$ cat src/rtl/seq_divider.sv
// Iterative restoring (shift-subtract) unsigned divider, one quotient bit per clock.
// Optional macro SEQ_DIVIDER_ZERO_DETECT_EN: zero divisor finishes after one cycle and raises div_by_zero.
module seq_divider #(
  parameter int WIDTH = 4
) (
  input  logic             clk,
  input  logic             reset,
  input  logic             start,
  input  logic [WIDTH-1:0] dividend,
  input  logic [WIDTH-1:0] divisor,
  output logic             busy,
  output logic             done,
  output logic [WIDTH-1:0] quotient,
  output logic [WIDTH-1:0] remainder,
  output logic             div_by_zero
);

  localparam int CNT_W = (WIDTH > 2) ? $clog2(WIDTH) : 1;

  localparam logic [1:0] IDLE   = 2'd0;
  localparam logic [1:0] RUN    = 2'd1;
  localparam logic [1:0] FINISH = 2'd2;

  logic [1:0]       state;
  logic [CNT_W-1:0] count;
  logic [WIDTH-1:0] dvd_reg;
  logic [WIDTH-1:0] dvs_reg;
  logic [WIDTH-1:0] prem;
  logic [WIDTH:0]   rem_sh;
  logic [WIDTH:0]   trial;
  logic [WIDTH-1:0] rem_next;
  logic             qbit;
  logic             short_cut;
  logic             accept;

  assign accept = (state == IDLE) && start;

  // One restoring step: a borrow out of the WIDTH+1 bit trial means restore.
  always_comb begin
    rem_sh   = {prem, dvd_reg[WIDTH-1]};
    trial    = rem_sh - {1'b0, dvs_reg};
    qbit     = ~trial[WIDTH];
    rem_next = qbit ? trial[WIDTH-1:0] : rem_sh[WIDTH-1:0];
  end

`ifdef SEQ_DIVIDER_ZERO_DETECT_EN
  logic zero_flag;

  assign short_cut = zero_flag;

  always_ff @(posedge clk) begin
    if (reset) begin
      zero_flag   <= 1'b0;
      div_by_zero <= 1'b0;
    end else if (accept) begin
      zero_flag   <= (divisor == '0);
      div_by_zero <= 1'b0;
    end else if ((state == RUN) && zero_flag) begin
      div_by_zero <= 1'b1;
    end
  end
`else
  assign short_cut   = 1'b0;
  assign div_by_zero = 1'b0;
`endif

  always_ff @(posedge clk) begin
    if (reset) begin
      state     <= IDLE;
      count     <= '0;
      busy      <= 1'b0;
      done      <= 1'b0;
      quotient  <= '0;
      remainder <= '0;
      dvd_reg   <= '0;
      dvs_reg   <= '0;
      prem      <= '0;
    end else begin
      case (state)
        IDLE: begin
          if (start) begin
            state   <= RUN;
            busy    <= 1'b1;
            dvd_reg <= dividend;
            dvs_reg <= divisor;
            prem    <= '0;
            count   <= CNT_W'(WIDTH - 1);
          end
        end
        RUN: begin
          if (short_cut) begin
            quotient  <= '1;
            remainder <= dvd_reg;
            done      <= 1'b1;
            busy      <= 1'b0;
            state     <= FINISH;
          end else begin
            // Quotient bits shift into the vacated low end of the dividend register.
            dvd_reg <= {dvd_reg[WIDTH-2:0], qbit};
            prem    <= rem_next;
            count   <= count - CNT_W'(1);
            if (count == '0) begin
              quotient  <= {dvd_reg[WIDTH-2:0], qbit};
              remainder <= rem_next;
              done      <= 1'b1;
              busy      <= 1'b0;
              state     <= FINISH;
            end
          end
        end
        FINISH: begin
          done  <= 1'b0;
          state <= IDLE;
        end
        default: state <= IDLE;
      endcase
    end
  end

endmodule

$ cat config.mk
export PLATFORM = sky130hd
export DESIGN_NAME = seq_divider
export DESIGN_NICKNAME = d
export VERILOG_FILES = /design/src/rtl/seq_divider.sv
export SDC_FILE = /design/constraint.sdc
export NUM_CORES = 1
export LEC_CHECK = 0
export BUFFER_PORTS_ARGS = -buffer_cell sky130_fd_sc_hd__buf_4
export CAP_MARGIN = 20
export CORE_MARGIN = 2
export CORE_UTILIZATION = 41
export DETAILED_ROUTE_END_ITERATION = 7
export PLACE_DENSITY = 0.6
export SYNTH_ARGS = -nofsm -noshare
export SYNTH_HDL_FRONTEND = slang
export SYNTH_SLANG_ARGS = --single-unit
$ cat constraint.sdc
create_clock -name clk -period 3.1 [get_ports clk]
set_clock_uncertainty 0.15 [all_clocks]
set_input_delay 0.465 -clock clk [delete_from_list [all_inputs] [get_ports clk]]
set_output_delay 0.465 -clock clk [all_outputs]
set_load 0.05 [all_outputs]
# After elaboration in Yosys (flattened, before gate mapping)

Index checks and enable logic that the tools add are counted.

Register bits after elaboration: 26
Word-level logic and storage cells: 41
Input bits: 11
Output and inout port bits: 11

Mux-type cells: 15
Reduce and logical (&&, ||, !) cells: 10
$add $sub $neg: 2
Equality and inequality tests: 4
Bitwise logic cells: 1

Operator list:

| operator                                                           | number |
|---|---|
| 4-bit one-hot mux with 2 select lines                              | 2 |
| 4-bit two-way mux                                                  | 3 |
| 2-bit AND reduction                                                | 5 |
| 2-bit one-hot mux with 2 select lines                              | 2 |
| 2-bit two-way mux                                                  | 3 |
| 5-bit by 4-bit subtractor with 5-bit output                        | 1 |
| 2-bit zero test                                                    | 2 |
| 2-bit != test, second input constant                               | 2 |
| 1-bit one-hot mux with 2 select lines                              | 2 |
| 2-bit nonzero test                                                 | 2 |
| 1-bit two-way mux                                                  | 3 |
| 3-bit AND reduction                                                | 1 |
| 2-bit by 1-bit == test with 1-bit output, second input constant    | 1 |
| 2-bit == test, second input constant                               | 1 |
| 2-bit by 1-bit subtractor with 2-bit output, second input constant | 1 |
| 1-bit NOT                                                          | 1 |

# Depth between registers and ports, before layout

Gate-level depths: netlist of the first run.

Depth after elaboration: 3
Gate-level depth with buffers: 8
Mapped depth without buffers: 8

# Worst setup path before layout of the first run

OpenSTA, ideal clock, no wires.

Path type: register to register
Start point: register dvd_reg[3]
End point: register remainder[3]
Cell stages (with the launch flop): 9
Required time: 2.862 ns
Path buffers: 0
Path slack: 0.969 ns
Clock period less this slack: 2.131 ns
Arrival time: 1.893 ns
Library setup time: 0.088 ns
Cells stage by stage: dfxtp_1 > inv_1 > ha_1 > inv_1 > fa_1 > nand3_1 > a21oi_2 > or4b_4 > a311oi_2

Word-level cells in the longest chain between the ends: 2

RTL lines:

| element                                     | line | text |
|---|---|---|
| start, declared                             | 26   | `logic [WIDTH-1:0] dvd_reg;` |
| start signal, assigned                      | 84   | `dvd_reg <= dividend;` |
| start signal, assigned                      | 99   | `dvd_reg <= {dvd_reg[WIDTH-2:0], qbit};` |
| 5-bit by 4-bit subtractor with 5-bit output | 41   | `trial = rem_sh - {1'b0, dvs_reg};` |
| 4-bit two-way mux                           | 43   | `rem_next = qbit ? trial[WIDTH-1:0] : rem_sh[WIDTH-1:0];` |
| end signal, assigned                        | 93   | `remainder <= dvd_reg;` |
| end signal, assigned                        | 104  | `remainder <= rem_next;` |
| end, declared                               | 14   | `output logic [WIDTH-1:0] remainder,` |

No other way between the ends.
A chain may end at the register's enable or synchronous reset.

# Worst setup path in the final report of the first run

Start point: register dvd_reg[3]
End point: register prem[0]

Word-level cells in the longest chain between the ends: 3

RTL lines:

| element                                     | line | text |
|---|---|---|
| 5-bit by 4-bit subtractor with 5-bit output | 41   |  |
| 4-bit two-way mux *                         | 43   |  |
| 4-bit one-hot mux with 2 select lines *     | 79   | `case (state)` |
| end signal, assigned                        | 100  | `prem <= rem_next;` |
| end, declared                               | 28   | `logic [WIDTH-1:0] prem;` |

Every way passes the cells marked *; elsewhere a longest branch is shown, timed or not.

==> results.py, run 1 <==
metrics = {
    "critical_path": {
        "crit_end": "prem[0]",
        "cp-start-kind": "flop",
        "end_kind": "flop",
        "cp.arrival_ns": 2.42,
        "r2r-end": "prem[0]",
        "path_max_fanout": 7,
        "rr_startpoint": "dvd_reg[3]",
        "critPathKind": "reg2reg",
        "required_ns": 3.18,
        "regToRegSetupSlack_ns": 0.77,
        "critPathLaunch": "dvd_reg[3]",
        "ff2ff_path_depth": 8,
    },
    "detailed_routing": {
        "dr.pass1.iters": 6,
        "vias_per_cell": 5.56,
        "drt_first_iter_violations": 35,
        "vias": 1090,
        "route.detailed.wl_per_inst_um": 14.3,
        "detail-route-antenna-nets": 0,
        "wirelength_um": 2800,
        "post-route-drc-count": 1,
    },
    "sta": {
        "rsz0062_at_grt": "no",
        "min_period_ns": 2.33,
        "worst_pin_slew_ns": 0.501,
        "final-setup-viol-count": 0,
        "timing.final.crit_share_pct": 75.3,
        "relSlewSlack_pct": 66.5,
        "setup_tns_ns": 0,
        "hold_ws_ns": 0.202,
        "slew_violations": 0,
        "fmax_mhz": 429,
        "hold_viol": 0,
    },
    "job": {
        "maxCapViolations": 0,
    },
    "synth": {
        "yosys.area.top_type": "dfxtp_1",
        "yosys_warnings": 0,
        "ys.flop_type": "dfxtp_1",
        "async_reset_ff_share_pct": 0,
        "avgSynthCellArea_um2": 8.48,
        "syn_area_um2": 1230,
        "yosys-top-cells-area": "dfxtp_1, nor2_1, a21oi_1",
        "syn_inst": 145,
        "synth_edf_count": 0,
        "synth_nets": 162,
        "synth_seq_cells": 26,
        "synthDistinctLibCells": 35,
        "synth_top_area_share_pct": 42.3,
        "ys_seq_area_share_pct": 42.3,
    },
    "floorplan": {
        "dieWidth_um": 58.8,
        "ios": 22,
        "rows": 19,
        "die_y_um": 58.8,
        "die_area_um2": 3450,
        "core_um2": 2810,
        "start_util_pct": 43.8,
    },
    "final_layout": {
        "num_antenna_cells": 0,
        "mostFrequentLayoutCells": "dfxtp_1, nor2_1, buf_4, a21oi_1, nand2_1",
        "fillers": 284,
        "num-nets-final": 183,
        "multi_input_area_um2": 644,
        "drive_above_1_share_pct": 18.8,
        "final_common_cell": "dfxtp_1",
        "area_delta_synth_final_pct": 16.7,
        "seq_area_um2": 520,
    },
    "global_routing": {
        "track_usage_pct": 17.8,
        "grt_pass1_wl_um": 4770,
        "grt_pass1_vias": 1065,
        "grt_max_degree": 24,
        "antenna_found_initial": 0,
        "globalRouteOverflowTotal": 0,
    },
    "clocking": {
        "clock_latency_ns": 0.32,
        "post_cts_buffers": 0,
        "cts_buffers": 3,
        "holdBufCountCts": 0,
        "cts_resized": 0,
        "clkTransAtPathRegs_ns": 0.14,
        "cts_max_level": 1,
        "cts-root-buf": "clkbuf_4",
        "clock_sinks": 26,
        "clockBufferDepth": 2,
        "cts_tree": "built",
    },
    "min_path": {
        "hold_class": "in2reg",
    },
    "power": {
        "p_seq_share_pct": 47.8,
        "power_frac_clock_pct": 21.7,
        "power_switching_uw": 276,
        "pwr_density_cell_nw_per_um2": 560,
        "p_total_uw": 804,
        "p_sw_share_pct": 34.4,
        "share_comb_of_total_power_pct": 30.5,
        "max-vdd-ir-drop_mv": 0.281,
        "p_leak_nw": 0.596,
        "p_int_uw": 528,
    },
    "place": {
        "port_buffers": 20,
        "dp_hpwl_um": 2060,
        "gp_congestion": 0.849,
    },
    "run_status": {
        "status": "complete, but fails checks",
        "violations": "DRC",
    },
}
metal layers:
metal | vias up | wire, um | global-route usage (%)
met2 | 18 | 1230 | 27.0
met4 | 0 | 25 | 5.52
met5 | - | 0 | 0
met3 | 4 | 75 | 2.64
met1 | 523 | 1460 | 26.1
li1 | 545 | - | -
metrics by stage:
step / setup slack (ns) / std cells / util, % / instance area (um^2)
2_1_floorplan: 0.969 / 145 / - / 1230
3_5_place_dp: 0.799 / 192 / 49.9 / 1400
6_report: 0.767 / 196 / 51.2 / 1440
5_1_grt: 0.666 / 196 / 51.2 / 1440
4_1_cts: 0.764 / 196 / 51.2 / 1440
3_3_place_gp: 0.870 / 192 / 49.9 / 1400
cells in the mapped netlist, types with 2 or more instances:
| library cell | n |
|---|---|
| dfxtp_1 | 26 |
| nor2_1 | 25 |
| a21oi_1 | 13 |
| nand2_1 | 12 |
| inv_1 | 10 |
| nand3_1 | 8 |
| a211oi_1 | 5 |
| ha_1 | 5 |
| a32o_1 | 4 |
| mux2i_1 | 3 |
| o211ai_1 | 3 |
| o21ai_0 | 3 |
| a21o_1 | 2 |
| buf_4 | 2 |
| clkbuf_1 | 2 |
| nand2b_1 | 2 |
| nor3_1 | 2 |
power groups by stage:
| stage | Clock, mW | Combinational (mW) | Sequential [mW] |
|---|---|---|---|
| after floorplan | 0 | 0.155 | 0.418 |
| after global placement | 0 | 0.239 | 0.390 |
| after detailed placement | 0 | 0.243 | 0.391 |
| after CTS | 0.182 | 0.244 | 0.384 |
| after global routing | 0.190 | 0.273 | 0.388 |
| final | 0.174 | 0.245 | 0.384 |
kinds of logic (layout without fill, tap and decap cells):
logic type      after synthesis  in the layout  share of synthesized area (%)
buf+inv                      15             35                           5.29
compound gates               36             36                           20.2
flops                        26             26                           42.3
xor+xnor                      1              1                          0.712
fa+ha+maj                     6              6                           6.71
simple gates                 57             57                           22.0
mux                           3              3                           2.44
other cells                   1              1                          0.305
worst max-delay path: stages, from the launching register on:
cell	delay [ns]
dfxtp_1	0.32
inv_1	0.08
ha_1	0.16
inv_1	0.05
fa_1	0.42
and3_1	0.20
o21ai_1	0.40
nand3_1	0.17
a32o_1	0.29
final cells by class:
type / count / area share (%)
repair buffers: 21 / 11.0
multi-input cells: 104 / 44.9
flip-flops and latches: 26 / 36.3
clock buffers: 4 / 2.53
well taps: 31 / 2.70
inverters: 10 / 2.62
worst min-delay path by stage:
stage,cells past startpoint,start,end
after CTS,3,divisor[1],dvs_reg[1]
after global routing,3,divisor[3],dvs_reg[3]
after floorplan,1,count[0],count[0]
after detailed placement,2,quotient[0],quotient[0]
final,3,divisor[1],dvs_reg[1]
after global placement,2,quotient[3],quotient[3]
Power figures use the tool's default switching activity.
==> inputs of run 2 (changes only) <==
PLACE_DENSITY = 0.62   (was 0.6)
clock period = 1.9 ns   (was 3.1 ns; I/O delays follow)
==> results.py, run 2 (synthesis results as in run 1) <==
metrics = {
    "floorplan": {
        "start_util_pct": 43.8,
        "ios": 22,
        "rows": 19,
        "dieWidth_um": 58.8,
        "die_y_um": 58.8,
        "core_um2": 2810,
        "die_area_um2": 3450,
    },
    "sta": {
        "layout_setup_ws_ns": -0.137,
        "fmax_mhz": 491,
        "hold_viol": 0,
        "min_period_ns": 2.04,
        "rsz0062_at_grt": "yes",
        "setup_tns_ns": -0.604,
        "timing.final.crit_share_pct": 107,
        "final-setup-viol-count": 7,
        "slew_violations": 0,
    },
    "global_routing": {
        "grt_pass1_vias": 1180,
        "globalRouteOverflowTotal": 0,
        "track_usage_pct": 19.6,
        "grt_pass1_wl_um": 5110,
        "antenna_found_initial": 0,
        "grt_max_degree": 24,
    },
    "critical_path": {
        "cp_num_buf_inv": 2,
        "critPathKind": "reg2reg",
        "crit_family": "simple AND/OR/NAND/NOR gates",
        "crit_chain": "inv_2 > ha_4 > inv_2 > fa_2 > nand3_4 > a21oi_4 > or4b_4 > a311oi_2",
        "cp.arrival_ns": 2.13,
        "cp_slowest_cell": "or4b_4",
        "max_stage_delay_ns": 0.53,
        "cp-start-kind": "flop",
        "required_ns": 1.99,
        "path_max_fanout": 3,
        "end_kind": "flop",
        "path_common_cell": "inv_2",
    },
    "final_layout": {
        "area_delta_synth_final_pct": 38.1,
        "num_antenna_cells": 0,
        "num-nets-final": 202,
        "drive_above_1_share_pct": 38.3,
        "mostFrequentLayoutCells": "buf_4, nor2_1, dfxtp_1, nand2_1, a21oi_1",
        "final_cell_area_um2": 1700,
        "fin_util_pct": 60.6,
        "final_common_cell": "buf_4",
    },
    "detailed_routing": {
        "vias_per_cell": 5.35,
        "route.detailed.wl_per_inst_um": 14.5,
        "wirelength_um": 3110,
        "vias": 1144,
        "dr.pass1.iters": 6,
        "post-route-drc-count": 1,
        "drt_first_iter_violations": 36,
        "detail-route-antenna-nets": 0,
    },
    "power": {
        "p_int_uw": 920,
        "pwr_density_cell_nw_per_um2": 844,
        "share_comb_of_total_power_pct": 39.7,
        "p_sw_share_pct": 35.9,
        "max-vdd-ir-drop_mv": 0.460,
        "p_leak_nw": 0.701,
        "power_frac_clock_pct": 16.6,
        "p_seq_share_pct": 43.7,
        "power_switching_uw": 514,
    },
    "clocking": {
        "clockBufferDepth": 2,
        "clock_sinks": 26,
        "clock_latency_ns": 0.32,
        "cts-root-buf": "clkbuf_4",
        "cts_tree": "built",
        "clkTransAtPathRegs_ns": 0.14,
        "holdBufCountCts": 0,
        "cts_buffers": 3,
        "cts_max_level": 1,
    },
    "place": {
        "port_buffers": 20,
        "gp_congestion": 0.787,
        "place_area_um2": 1570,
        "dp_hpwl_um": 2290,
    },
    "run_status": {
        "status": "complete, but fails checks",
        "violations": "DRC, setup timing",
    },
    "min_path": {
        "hold_class": "in2reg",
    },
    "job": {
        "maxCapViolations": 0,
    },
}
==> run 2: layer usage <==
layer | track usage, % | wire [um] | vias up
li1 | - | - | 586
met1 | 24.2 | 1410 | 525
met2 | 33.2 | 1540 | 24
met3 | 2.86 | 93 | 9
met4 | 9.74 | 73 | 0
met5 | 0 | 0 | -
==> run 2: stage by stage <==
stage	power, mW	hold WS (ns)	worst slack (ns)	instances
final	1.43	0.0256	-0.137	214
after floorplan	0.968	0.230	-0.0933	145
after CTS	1.41	0.0296	-0.147	213
after global placement	1.13	0.296	-0.112	208
after detailed placement	1.13	0.301	-0.149	208
after global routing	1.52	0.0265	-0.211	214
==> run 2: worst register-to-register path, stage by stage (launching register included) <==
cell,delay (ns)
dfxtp_2,0.34
inv_2,0.06
ha_4,0.12
inv_2,0.03
fa_2,0.37
nand3_4,0.09
a21oi_4,0.06
or4b_4,0.53
a311oi_2,0.20
==> run 2: timing repair <==
| action | 4_1_cts | 5_1_grt |
|---|---|---|
| buffers inserted | 2 | 1 |
| setup endpoints to repair | 8 | 10 |
| gates resized for setup | 9 | 12 |
| pin swaps | 4 | 8 |
==> run 2: worst paths after layout <==
check	cells after the start	from	to	slack, ns
worst max-delay path	8	dvd_reg[3]	remainder[3]	-0.14
worst min-delay path	3	divisor[3]	dvs_reg[3]	0.03
worst max register to register	8	dvd_reg[3]	remainder[3]	-0.14
worst min register to register	2	quotient[1]	quotient[1]	0.32
==> run 2: power groups by stage <==
stage	logic, mW	clock network [mW]	registers [mW]
after global placement	0.490	0	0.637
after floorplan	0.282	0	0.686
after detailed placement	0.496	0	0.638
after global routing	0.616	0.271	0.634
after CTS	0.532	0.246	0.627
final	0.569	0.238	0.627
==> run 2: area by class of cell <==
class	count	area, um^2
fillers	262	1110
multi-input cells	104	766
flip-flops and latches	26	523
repair buffers	40	312
well taps	31	38.8
inverters	10	37.5
clock buffers	3	22.5
